## src/rtl/pokey_keyboard_scanner.sv

```systemverilog
// POKEY keyboard matrix sequencer: walks the 6-bit scan count, debounces key
// returns, latches KBCODE with shift/ctrl, and pulses the key interrupt.
module pokey_keyboard_scanner #(
    parameter logic [5:0] SHIFT_POS = 6'h30,
    parameter logic [5:0] CTRL_POS  = 6'h3F
) (
    input  logic       clk,
    input  logic       rst_L,
    input  logic       tick,
    input  logic       scan_en,
    input  logic       debounce_en,
    input  logic       kr1_L,
    input  logic       kr2_L,
    output logic [5:0] key_scan_L,
    output logic [7:0] kbcode,
    output logic       key_irq,
    output logic       key_down
);

    typedef enum logic [1:0] {
        IDLE     = 2'd0,
        DEBOUNCE = 2'd1,
        HELD     = 2'd2
    } state_t;

    state_t     state;
    logic [5:0] cnt;
    logic [5:0] cmp;
    logic       shift_r;
    logic       ctrl_r;

    logic       hit;
    logic       at_cmp;
    logic [7:0] new_code;

    assign hit        = ~kr1_L;
    assign at_cmp     = (cnt == cmp);
    assign new_code   = {ctrl_r, shift_r, cnt};
    assign key_scan_L = ~cnt;

    always_ff @(posedge clk or negedge rst_L) begin
        if (!rst_L) begin
            state    <= IDLE;
            cnt      <= 6'h00;
            cmp      <= 6'h00;
            shift_r  <= 1'b0;
            ctrl_r   <= 1'b0;
            kbcode   <= 8'h00;
            key_irq  <= 1'b0;
            key_down <= 1'b0;
        end else begin
            // NOTE: key_irq defaults low every edge so an accept yields exactly one clk of pulse.
            key_irq <= 1'b0;

            if (!scan_en) begin
                state    <= IDLE;
                key_down <= 1'b0;
            end else if (tick) begin
                cnt <= cnt + 6'd1;
                if (cnt == SHIFT_POS) shift_r <= ~kr2_L;
                if (cnt == CTRL_POS)  ctrl_r  <= ~kr2_L;

                case (state)
                    IDLE: begin
                        if (hit) begin
                            cmp <= cnt;
                            if (debounce_en) begin
                                state <= DEBOUNCE;
                            end else begin
                                kbcode   <= new_code;
                                key_irq  <= 1'b1;
                                state    <= HELD;
                                key_down <= 1'b1;
                            end
                        end
                    end

                    // Only the count that started debounce is examined, one pass later.
                    DEBOUNCE: begin
                        if (at_cmp) begin
                            if (hit) begin
                                kbcode   <= new_code;
                                key_irq  <= 1'b1;
                                state    <= HELD;
                                key_down <= 1'b1;
                            end else begin
                                state <= IDLE;
                            end
                        end
                    end

                    HELD: begin
                        if (at_cmp && !hit) begin
                            state    <= IDLE;
                            key_down <= 1'b0;
                        end
                    end

                    default: begin
                        state    <= IDLE;
                        key_down <= 1'b0;
                    end
                endcase
            end
        end
    end

endmodule

```

## config.mk

```make
export PLATFORM = sky130hd
export DESIGN_NAME = pokey_keyboard_scanner
export DESIGN_NICKNAME = d
export VERILOG_FILES = /design/src/rtl/pokey_keyboard_scanner.sv
export SDC_FILE = /design/constraint.sdc
export NUM_CORES = 1
export LEC_CHECK = 0
export CAP_MARGIN = 20
export CORE_ASPECT_RATIO = 1.2
export CORE_MARGIN = 2
export CORE_UTILIZATION = 25
export DETAILED_ROUTE_END_ITERATION = 6
export GPL_TIMING_DRIVEN = 0
export PLACE_DENSITY = 0.41
export SYNTH_ARGS = -nofsm -noshare
export SYNTH_HDL_FRONTEND = slang
export SYNTH_SLANG_ARGS = --single-unit
```

## constraint.sdc

```tcl
create_clock -name clk -period 2.73 [get_ports clk]
set_input_delay 0.546 -clock clk [delete_from_list [all_inputs] [get_ports clk]]
set_output_delay 0.546 -clock clk [all_outputs]
set_load 0.02 [all_outputs]
```

==> results of run 1 <==
## worst register-to-register path, stage by stage (launching register included)
cell and delay (ps):
dfrtp_1 460, or3_2 520, or3_1 320, o31a_1 120, buf_6 170, mux2_4 300
## worst max-delay path by stage
stage,start,endpoint,cells after the start
final,scan_en,kbcode[7],6
after global placement,scan_en,kbcode[2],6
after CTS,scan_en,kbcode[7],6
after floorplan,tick,kbcode[0],6
after detailed placement,scan_en,kbcode[7],6
after global routing,scan_en,kbcode[7],6
## through the flow
stage / hold slack (ps) / std cells / total power [uW] / setup slack [ps] / area [sq um]
2_1_floorplan: 250 / 108 / 1140 / 662 / 1230
3_3_place_gp: 459 / 187 / 1450 / 65.0 / 1510
3_5_place_dp: 476 / 188 / 1470 / 50.9 / 1530
4_1_cts: 496 / 192 / 1790 / 351 / 1600
5_1_grt: 523 / 192 / 1900 / 291 / 1600
6_report: 497 / 192 / 1770 / 362 / 1600
## logic make-up after synthesis
logic type / after synthesis
multiplexers: 10
adder cells (fa/ha/maj): 2
AND/OR/NAND/NOR: 28
AO/OA/AOI/OAI: 18
buffers and inverters: 12
XOR/XNOR: 12
flip-flops: 26
## Yosys cell counts
cell type,number,share of area [%]
a211oi_1,1,0.61
a21boi_0,1,0.61
a21o_1,1,0.61
a21oi_1,2,0.82
and3_1,1,0.51
buf_4,1,0.61
buf_6,1,0.92
clkbuf_1,1,0.31
dfrtp_1,26,53
ha_1,2,2.0
inv_1,8,2.4
inv_2,1,0.31
mux2_2,1,0.92
mux2_4,8,9.8
mux2i_1,1,0.82
nand2_1,11,3.4
nand3_1,5,2.0
nand4_1,1,0.51
nor2_1,2,0.61
nor3_1,2,0.82
nor4_1,1,0.51
o21ai_0,9,3.7
o31a_1,2,1.4
o31ai_1,1,0.61
o32ai_1,1,0.71
or2_2,1,0.51
or3_1,1,0.51
or3_2,1,0.61
or4_1,2,1.2
xnor2_1,12,8.6
## power by group
group	internal (uW)	leakage (uW)	total (uW)	switching (uW)
clock	196	0.0000357	320	124
combinational	400	0.000362	762	362
sequential	543	0.000311	690	147
total	1140	0.000709	1770	633
## layer usage
metal	part of all wire, %	GRT usage (%)	vias to the layer above
met1	48	15.8	418
met4	2.0	4.80	0
met3	5.1	1.39	5
met2	45	15.0	25
met5	0	0	-
li1	-	-	425
## flip-flops by register name (all words and copies together) (netlist names)
signal / cells
kbcode: 8
cmp: 6
cnt: 6
state: 2
ctrl_r: 1
key_down: 1
key_irq: 1
shift_r: 1
## area by class of cell
class                   instances  area (sq um)  area share, %
well taps                      58          72.6           4.55
repair buffers                 22           225           14.1
flip-flops and latches         26           651           40.8
clock inverters                 1          30.0           1.88
inverters                       9          33.8           2.12
plain buffers                   3          22.5           1.41
multi-input cells              70           520           32.6
clock buffers                   3          41.3           2.59
==> qor.yml, run 1 <==
grt_usage_pct: 10.6
boundaryPins: 23
layout-area-overhead-vs-synth_pct: 30.1
critical-path-top-delay-family: "buffers and inverters"
drt-vias-per-instance: 4.55
drv_slew: 0
vdd.ir_drop.worst_v: 0.000345
path_clk_slew_ps: 90
synth_top_family_by_area: "multiplexers"
critPathArrivalTime_ps: 2540
synth_adder_area_share_pct: 2.04
initial_utilization_pct: 26.3
port_buffers: 21
clock_latency_ps: 270
yosys_warnings: 0
rows: 27
coreArea_sq_um: 4660
antenna_found_initial: 0
wl_per_cell_um: 13.5
slowest_stage: "clkdlybuf4s50_1"
min_path_type: "flip-flop to flip-flop"
cts_tree: "done"
synth_mux_area_share_pct: 11.5
yosys.area_share.simple_pct: 11.2
seq_area_frac_synth_pct: 53.0
slew_headroom_pct: 68.1
overflow: 0
dp_hpwl_mm: 1.92
cts-resized-gates: 0
tns_ps: 0
final_nets: 144
cts_made_buffers: 3
vias: 873
fp.dieW_um: 68.0
clock_path_buffers: 2
setup_viol: 0
avgSynthCellArea_sq_um: 11.4
final_cell_mix: "dfrtp_1, clkdlybuf4s50_1, xnor2_1"
hp-start: "shift_r"
post-route-util_pct: 34.2
worstPathRequired_ps: 2900
worst_pin_slew_ps: 474
syn-num-nets: 117
fillers: 482
reg2reg_from: "state[0]"
layout_commonest_cell: "dfrtp_1"
leakage_uw: 0.000709
dieArea_sq_um: 5490
crit_type: "primary input to flip-flop"
ant_nets: 0
die_y_um: 80.8
cts.sinks: 26
rrSetupSlack_ps: 740
path_cells: "clkdlybuf4s50_1, nand2_1, or4_1, o31a_1, buf_6, mux2_4"
rr_worst_depth: 5
grt_pass1_wl_mm: 4.33
cellPowerDensity_nw_per_um2: 1110
first_pass_iters: 4
first_global_vias: 824
clock-root-buffer: "clkbuf_8"
min_period_over_period_pct: 86.8
cts_hold_buf: 0
syn_inst: 108
synth_xor_area_share_pct: 8.56
ys_ff_latch: 26
reg2reg_to: "kbcode[7]"
dr.first_iter.drc_count: 62
h-tree-depth: 1
drv_cap: 0
cp-end-kind: "flip-flop"
crit_buf_inv: 2
min_to: "shift_r"
num_antenna_cells: 0
cp_max_fo: 10
timing.final.crit_period_ps: 2370
synth.cell_area_sq_um: 1230
drive_above_1_share_pct: 14.2
whs_path_depth: 1
status: "completed"
slowest_delay_ps: 540
crit_path_start_kind: "primary input"
rsz0062_at_grt: "no"
post-cts-setup-buffers: 0
wl_mm: 2.60
synth-compound-area-share_pct: 9.07
max_freq_mhz: 422
fin_skew_ps: 5.47
drcViolationCount: 0
synth_cell_types: 30
grt_start_max_net_pins: 19
final_hold_viol_count: 0
routabilityCongestion: 0.755
Note: power is estimated with default switching activity, not from simulation.
==> run 2, diff against run 1 <==
==> constraint.sdc (replaced) <==
create_clock -name clk -period 2.73 [get_ports clk]
set_input_delay 0.273 -clock clk [delete_from_list [all_inputs] [get_ports clk]]
set_output_delay 0.273 -clock clk [all_outputs]
set_load 0.05 [all_outputs]
==> results of run 2 <==
The final DEF is identical to that of run 1. Status: completed.
Among the figures that moved: setup slack after placement 50.9 ps -> 324 ps; setup slack after layout 362 ps -> 635 ps; hold slack 497 ps -> 251 ps; end point of the worst hold path shift_r -> state[0]; total power 1770 uW -> 2010 uW; worst IR drop on VDD 0.000345 V -> 0.000411 V
